[src/rtl/mem_arb_pkg.sv]
// Shared types and constants for the off-chip memory port arbiter.
package mem_arb_pkg;

    typedef enum logic [1:0] {
        IDLE = 2'd0,
        BUSY = 2'd1,
        RESP = 2'd2
    } arb_state_e;

    localparam logic REQ_DCACHE = 1'b0;
    localparam logic REQ_IFETCH = 1'b1;

    localparam int DEF_ADDR_W = 32;
    localparam int DEF_DATA_W = 256;

endpackage

[src/rtl/mem_arb_rr.sv]
// Two-way round-robin grant: a lone requester wins, a tie goes to the one not served last.
module mem_arb_rr
    import mem_arb_pkg::*;
(
    input  logic req0_i,
    input  logic req1_i,
    input  logic last_grant_i,
    output logic gnt_o,
    output logic any_req_o
);

    always_comb begin
        any_req_o = req0_i | req1_i;
        if (req0_i && req1_i) begin
            gnt_o = ~last_grant_i;
        end else if (req1_i) begin
            gnt_o = REQ_IFETCH;
        end else begin
            gnt_o = REQ_DCACHE;
        end
    end

endmodule

[src/rtl/mem_arbiter.sv]
// Arbitrates the data cache and instruction-fetch refill paths onto the single
// 256-bit memory port, sequencing one line transfer at a time with a timeout.
module mem_arbiter
    import mem_arb_pkg::*;
#(
    parameter int ADDR_W  = DEF_ADDR_W,
    parameter int DATA_W  = DEF_DATA_W,
    parameter int TIMEOUT = 64
) (
    input  logic              clk_i,
    input  logic              rst_i,

    input  logic              m0_enable_i,
    input  logic              m0_write_i,
    input  logic [ADDR_W-1:0] m0_addr_i,
    input  logic [DATA_W-1:0] m0_data_i,
    output logic [DATA_W-1:0] m0_data_o,
    output logic              m0_ack_o,

    input  logic              m1_enable_i,
    input  logic              m1_write_i,
    input  logic [ADDR_W-1:0] m1_addr_i,
    input  logic [DATA_W-1:0] m1_data_i,
    output logic [DATA_W-1:0] m1_data_o,
    output logic              m1_ack_o,

    input  logic [DATA_W-1:0] mem_data_i,
    input  logic              mem_ack_i,
    output logic              mem_enable_o,
    output logic              mem_write_o,
    output logic [ADDR_W-1:0] mem_addr_o,
    output logic [DATA_W-1:0] mem_data_o,

    output logic              busy_o,
    output logic              timeout_o
);

    localparam int               CNT_W    = $clog2(TIMEOUT);
    localparam logic [CNT_W-1:0] CNT_LAST = CNT_W'(TIMEOUT - 1);

    arb_state_e        state_q;
    logic              last_grant_q;
    logic              gnt_q;
    logic              cmd_write_q;
    logic [ADDR_W-1:0] cmd_addr_q;
    logic [DATA_W-1:0] cmd_data_q;
    logic [DATA_W-1:0] rdata_q;
    logic [CNT_W-1:0]  cnt_q;
    logic              mem_en_q;
    logic              m0_ack_q;
    logic              m1_ack_q;
    logic              busy_q;
    logic              timeout_q;

    logic              rr_gnt;
    logic              rr_any;

    mem_arb_rr u_rr (
        .req0_i       (m0_enable_i),
        .req1_i       (m1_enable_i),
        .last_grant_i (last_grant_q),
        .gnt_o        (rr_gnt),
        .any_req_o    (rr_any)
    );

    // last_grant resets to m1 so that m0 wins the first tie.
    always_ff @(posedge clk_i or posedge rst_i) begin
        if (rst_i) begin
            state_q      <= IDLE;
            last_grant_q <= REQ_IFETCH;
            gnt_q        <= REQ_DCACHE;
            cmd_write_q  <= 1'b0;
            cmd_addr_q   <= '0;
            cmd_data_q   <= '0;
            rdata_q      <= '0;
            cnt_q        <= '0;
            mem_en_q     <= 1'b0;
            m0_ack_q     <= 1'b0;
            m1_ack_q     <= 1'b0;
            busy_q       <= 1'b0;
            timeout_q    <= 1'b0;
        end else begin
            case (state_q)
                IDLE: begin
                    if (rr_any) begin
                        gnt_q        <= rr_gnt;
                        last_grant_q <= rr_gnt;
                        cmd_write_q  <= rr_gnt ? m1_write_i : m0_write_i;
                        cmd_addr_q   <= rr_gnt ? m1_addr_i  : m0_addr_i;
                        cmd_data_q   <= rr_gnt ? m1_data_i  : m0_data_i;
                        cnt_q        <= '0;
                        mem_en_q     <= 1'b1;
                        busy_q       <= 1'b1;
                        state_q      <= BUSY;
                    end
                end
                BUSY: begin
                    // An ack on the final counted cycle still completes normally.
                    if (mem_ack_i) begin
                        if (!cmd_write_q) begin
                            rdata_q <= mem_data_i;
                        end
                        mem_en_q <= 1'b0;
                        m0_ack_q <= (gnt_q == REQ_DCACHE);
                        m1_ack_q <= (gnt_q == REQ_IFETCH);
                        state_q  <= RESP;
                    end else if (cnt_q == CNT_LAST) begin
                        timeout_q <= 1'b1;
                        rdata_q   <= '0;
                        mem_en_q  <= 1'b0;
                        m0_ack_q  <= (gnt_q == REQ_DCACHE);
                        m1_ack_q  <= (gnt_q == REQ_IFETCH);
                        state_q   <= RESP;
                    end else begin
                        cnt_q <= cnt_q + 1'b1;
                    end
                end
                RESP: begin
                    m0_ack_q <= 1'b0;
                    m1_ack_q <= 1'b0;
                    busy_q   <= 1'b0;
                    state_q  <= IDLE;
                end
                default: begin
                    mem_en_q <= 1'b0;
                    m0_ack_q <= 1'b0;
                    m1_ack_q <= 1'b0;
                    busy_q   <= 1'b0;
                    state_q  <= IDLE;
                end
            endcase
        end
    end

    assign mem_enable_o = mem_en_q;
    assign mem_write_o  = cmd_write_q;
    assign mem_addr_o   = cmd_addr_q;
    assign mem_data_o   = cmd_data_q;
    assign m0_ack_o     = m0_ack_q;
    assign m1_ack_o     = m1_ack_q;
    assign m0_data_o    = rdata_q;
    assign m1_data_o    = rdata_q;
    assign busy_o       = busy_q;
    assign timeout_o    = timeout_q;

endmodule
[config.mk]
export PLATFORM = sky130hd
export DESIGN_NAME = mem_arbiter
export DESIGN_NICKNAME = d
export VERILOG_FILES = /design/src/rtl/mem_arb_pkg.sv /design/src/rtl/mem_arb_rr.sv /design/src/rtl/mem_arbiter.sv
export SDC_FILE = /design/constraint.sdc
export NUM_CORES = 2
export LEC_CHECK = 0
export ABC_CLOCK_PERIOD_IN_PS = 19200
export BUFFER_PORTS_ARGS = -buffer_cell sky130_fd_sc_hd__clkbuf_2
export CAP_MARGIN = 30
export CORE_AREA = 2 2 636 638
export CTS_BUF_LIST = sky130_fd_sc_hd__clkbuf_8
export CTS_CLUSTER_SIZE = 20
export DETAILED_ROUTE_END_ITERATION = 16
export DIE_AREA = 0 0 638 640
export GPL_TIMING_DRIVEN = 0
export PLACE_DENSITY = 0.3
export SYNTH_ARGS = -nofsm -noshare
export SYNTH_HDL_FRONTEND = slang
export SYNTH_SLANG_ARGS = --single-unit
export TNS_END_PERCENT = 1
[constraint.sdc]
create_clock -name clk_i -period 19.2 [get_ports clk_i]
set_clock_uncertainty 0.15 [all_clocks]
set_input_delay 1.92 -clock clk_i [delete_from_list [all_inputs] [get_ports clk_i]]
set_output_delay 1.92 -clock clk_i [all_outputs]
set_load 0.01 [all_outputs]
Word-level counts from Yosys, hierarchy flattened
Cells that the tools add are included.

storage, ports and cells
  bits in registers = 560
  input port bits = 839
  output and inout bits = 806
  word-level logic and storage cells = 68

cells by class
  add/sub/neg operators = 1
  eq/ne operators = 8
  muxes and demuxes = 27
  bitwise logic cells = 7
  reduce and logical (&&, ||, !) cells = 12

operators with widths
  cell                 count
  $mux 256             4
  $mux 32              1
  $mux 6               3
  $pmux 6 s2           1
  $mux 1               10
  $reduce_and 3->1     3
  $ne 2x2->1 const B   4
  $reduce_and 2->1     4
  $add 6x1->6 const B  1
  $eq 6x6->1 const B   1
  $mux 2               3
  $not 1->1            6
  $pmux 1 s2           3
  $pmux 2 s2           1
  $reduce_and 4->1     1
  $reduce_bool 2->1    2
  $ne 3x3->1 const B   1
  $pmux 1 s3           1
  $eq 2x1->1 const B   1
  $eq 2x2->1 const B   1
  $logic_not 2->1      1
  $logic_and 1x1->1    1
  $or 1x1->1           1

Depth between registers and ports, before layout
  depth in word-level cells = 4
  gate-level depth with buffers = 7
  mapped depth without buffers = 6

Cells and area by module
Synthesis repeated with hierarchy kept, for this count alone.

second synthesis, totals
  cell total of the unflattened synthesis = 2472
  area, all modules = 27371.3 um2

modules (own cells, without submodules)
  module       instances  cells an instance  area an instance (um2)  seq. area each (um2)
  mem_arbiter  1          2470               27357.5                 14014.7
  mem_arb_rr   1          2                  13.8                    0.0

Worst setup path after synthesis
Ideal clock, no wire load.

  path kind = input -> register
  start point = in m0_enable_i
  end point = reg cmd_data_q[20], in the netlist mem_data_o[20]
  setup time = 82 ps
  data arrival time = 2872 ps
  required time = 18968 ps
  setup slack = 16096 ps
  stages on the path = 7
  path buffers = 3
  path through = nand2_1 > and2_1 > buf_4 > buf_2 > clkbuf_1 > nand2_1 > a31oi_1

on the way
  longest elaborated chain between the ends = 3
  elaborated cells on any way between the ends = 5
  those cells by class = 2 x mux; 1 x bitwise; 2 x reduce/logical

RTL lines
  item                  line               source
  from (decl)           mem_arbiter.sv:13  input logic m0_enable_i,
  $logic_and 1x1->1     mem_arb_rr.sv:14   if (req0_i && req1_i) begin
  $mux 1                mem_arb_rr.sv:14
  $mux 256              mem_arbiter.sv:90  cmd_data_q <= rr_gnt ? m1_data_i : m0_data_i;
  to (signal assigned)  mem_arbiter.sv:90
  to (decl)             mem_arbiter.sv:46  logic [DATA_W-1:0] cmd_data_q;

Several ways; a longest one is shown, not always the timed one.
A chain may end at the register's enable or synchronous reset.

Worst setup path after layout
  start point = reg rdata_q[250], in the netlist m0_data_o[250]
  end point = out m1_data_o[250]

RTL lines
  item                    line                source
  from (decl)             mem_arbiter.sv:47   logic [DATA_W-1:0] rdata_q;
  from (signal assigned)  mem_arbiter.sv:101  rdata_q <= mem_data_i;
  to (decl)               mem_arbiter.sv:24   output logic [DATA_W-1:0] m1_data_o,

No word-level cell between the ends.

==> out/metrics.yaml <==
min_path:
  holdPathStages: 1
  min_from: "timeout_o"
  hold_end: "timeout_o"
  worst_hold_path_type: "register to register"
cts:
  cts_tree: "yes"
  numCtsBuffers: 140
  clk_pin_slew_ns: 0.05
  cts_resized: 0
  cts_setup_buffers: 0
  h-tree-depth: 4
  hold_buffers: 0
  cts.sinks: 560
  clock_latency_ns: 0.95
  clockRootBuffer: "clkbuf_8"
  cts.path.max_buffers: 4
sta:
  tightest_slew_ns: 0.855
  relSlewSlack_pct: 43.0
  min_period_over_period_pct: 21.6
  slew_viol_final: 0
  rsz0062_at_grt: "false"
  layout_min_cycle_time_ns: 4.15
  max_freq_mhz: 241
  timing_hold_violations_final: 0
  finalSetupViolations: 0
finish:
  mostFrequentLayoutCells: "clkbuf_2 (1643), nand2_1 (590), dfrtp_1 (559)"
  seqCellArea_um2: 14000
  fillers: 46500
  multi_input_area_um2: 9910
  stdcell_count: 10000
  layout-drive-gt1-share_pct: 48.2
  area_growth_pct: 66.7
  final_common_cell: "clkbuf_2"
  finalInstanceArea_um2: 45300
  nets: 5431
synthesis:
  avgSynthCellArea_um2: 9.74
  yosys.area.top_type: "dfrtp_1"
  ys_seq_area_share_pct: 51.6
  syn_area_um2: 27200
  yosys_warnings: 0
  synthFlopType: "dfrtp_1"
  synth-edff-count: 0
  ys_ff_latch: 560
  synth_top_area_share_pct: 51.5
  synthDistinctLibCells: 37
  syn_inst: 2789
  synthesis.nets: 3629
  async_reset_ff_share_pct: 100
  synthTopCellsByArea: "dfrtp_1 (51%), a22o_1 (16%), nand2_1 (8.2%)"
placement:
  hpwl_um: 269000
  dpl_cell_area_um2: 42400
  dp.cells: 9735
  gp_congestion: 0.950
  port_buffers: 1643
power_and_ir_drop:
  ir_worst_vdd_mv: 0.0633
  power_uw: 9090
  p_per_area_nw_per_um2: 201
  netSwitchingPower_uw: 4550
  internal_power_uw: 4540
  switching_share_pct: 50.1
  p_leak_uw: 0.0210
  p_comb_share_pct: 51.6
  pwr-share-clk_pct: 17.9
  power_frac_seq_pct: 30.5
route:
  drt_first_pass_iters: 5
  dr_total_vias: 31100
  post_drt_wl_per_cell_um: 30.4
  ant_nets: 0
  drtIter0Drc: 1968
  viasPerCell: 3.11
  wl_um: 304000
  route.detailed.drc: 0
global_routing:
  grtUsageTotal_pct: 14.2
  grt_start_max_net_pins: 102
  antenna_found_initial: 107
  first_global_vias: 31600
  grt_overflow: 0
  grt_pass1_wl_um: 374000
floorplan:
  core_region_area_um2: 401000
  start_util_pct: 6.77
  die-area_um2: 408000
  die_x_um: 638
  fp-row-count: 233
  die_y_um: 640
  io_pins: 1645
worst_setup_path:
  crit_required_ns: 17.13
  r2r_slack_ns: 16.01
  timing.rr.start: "mem_write_o"
  crit_type: "register to primary output"
  cp_max_fo: 4
  cp-start-kind: "register"
  endpoint_kind: "primary output"
  reg2reg_to: "m0_data_o[97]"
  rr_worst_depth: 6
  worstPathArrival_ns: 2.08
flow_run:
  drv_cap: 0
outcome:
  status: "finished, final reports clean"
-- cell usage after synthesis, types with 2 or more instances --
cell type  number
o21ai_0         8
nor2_1        296
dfrtp_1       559
buf_2          84
o2bb2ai_1       3
mux2i_1         3
nor2_4          2
a22o_1        511
clkbuf_1      107
nand2_1       590
inv_1           5
buf_4         281
nand3_1         2
buf_6          26
nand2b_1        2
a31oi_1       289
-- sequential cells by signal, indices dropped and copies added (netlist names) --
name,flops
timeout_o,1
m0_data_o,256
mem_addr_o,32
busy_o,1
state_q,2
mem_write_o,1
last_grant_q,1
mem_enable_o,1
cnt_q,6
m0_ack_o,1
mem_data_o,256
m1_ack_o,1
gnt_q,1
-- worst max-delay path, stage by stage (launching register included) --
cell and delay [ns]:
dfrtp_1 0.78, buf_4 0.22, clkbuf_2 0.12
-- cell families (layout without fill, tap and decap cells) --
| logic type | count (synthesis) | in the layout | share of synthesized area, % |
|---|---|---|---|
| xor gates and xnor gates | 1 | 1 | 0.0322 |
| DFF | 560 | 560 | 51.6 |
| muxes | 4 | 4 | 0.152 |
| other | 0 | 32 | 0 |
| adders and majority gates | 1 | 1 | 0.0460 |
| buffers and inverters | 504 | 2396 | 11.9 |
| and+or+nand+nor | 900 | 900 | 12.6 |
| AOI/OAI and AO/OA | 819 | 819 | 23.6 |
-- layer usage --
layer,track usage [%],wire (um)
met4,3.45,8520
met5,0,184
met3,6.35,30800
met2,25.7,155000
met1,15.0,109000
-- worst max-delay path by stage --
stage / start / end / slack (ns)
floorplan: rst_i / busy_o / 1.47
global placement: rst_i / mem_data_o[21] / -8.97
detailed placement: m0_enable_i / mem_data_o[109] / 14.50
CTS: m0_data_o[244] / m1_data_o[244] / 14.65
global route: m0_data_o[244] / m1_data_o[244] / 14.79
finish: m0_data_o[250] / m1_data_o[250] / 15.05
-- through the flow --
stage / utilization [%] / setup WS, ns / setup TNS (ns) / hold slack, ns
2_1_floorplan: - / 1.47 / 0 / 0.311
3_3_place_gp: 10.5 / -8.97 / -4804.61 / 0.310
3_5_place_dp: 10.6 / 14.50 / 0 / 0.324
4_1_cts: 11.3 / 14.65 / 0 / 0.349
5_1_grt: 11.3 / 14.79 / 0 / 0.360
6_report: 11.3 / 15.05 / 0 / 0.345
-- cell type report --
type                    count  area share, %
repair buffers           1660           18.9
clock inverters            62           1.14
diodes                     32          0.177
multi-input cells        1725           21.9
clock buffers             170           5.16
well taps                5287           14.6
flip-flops and latches    560           30.9
plain buffers             499           7.13
inverters                   5         0.0580
-- power groups by stage --
stage               Combinational (uW)  Sequential (uW)  Clock (uW)
finish                            4690             2770        1630
detailed placement                4860             2850           0
global placement                  4870             2840           0
global route                      5140             2870        1770
CTS                               4890             2840        1720
floorplan                         2040             2490           0
Note: power is estimated with default switching activity, not from simulation.
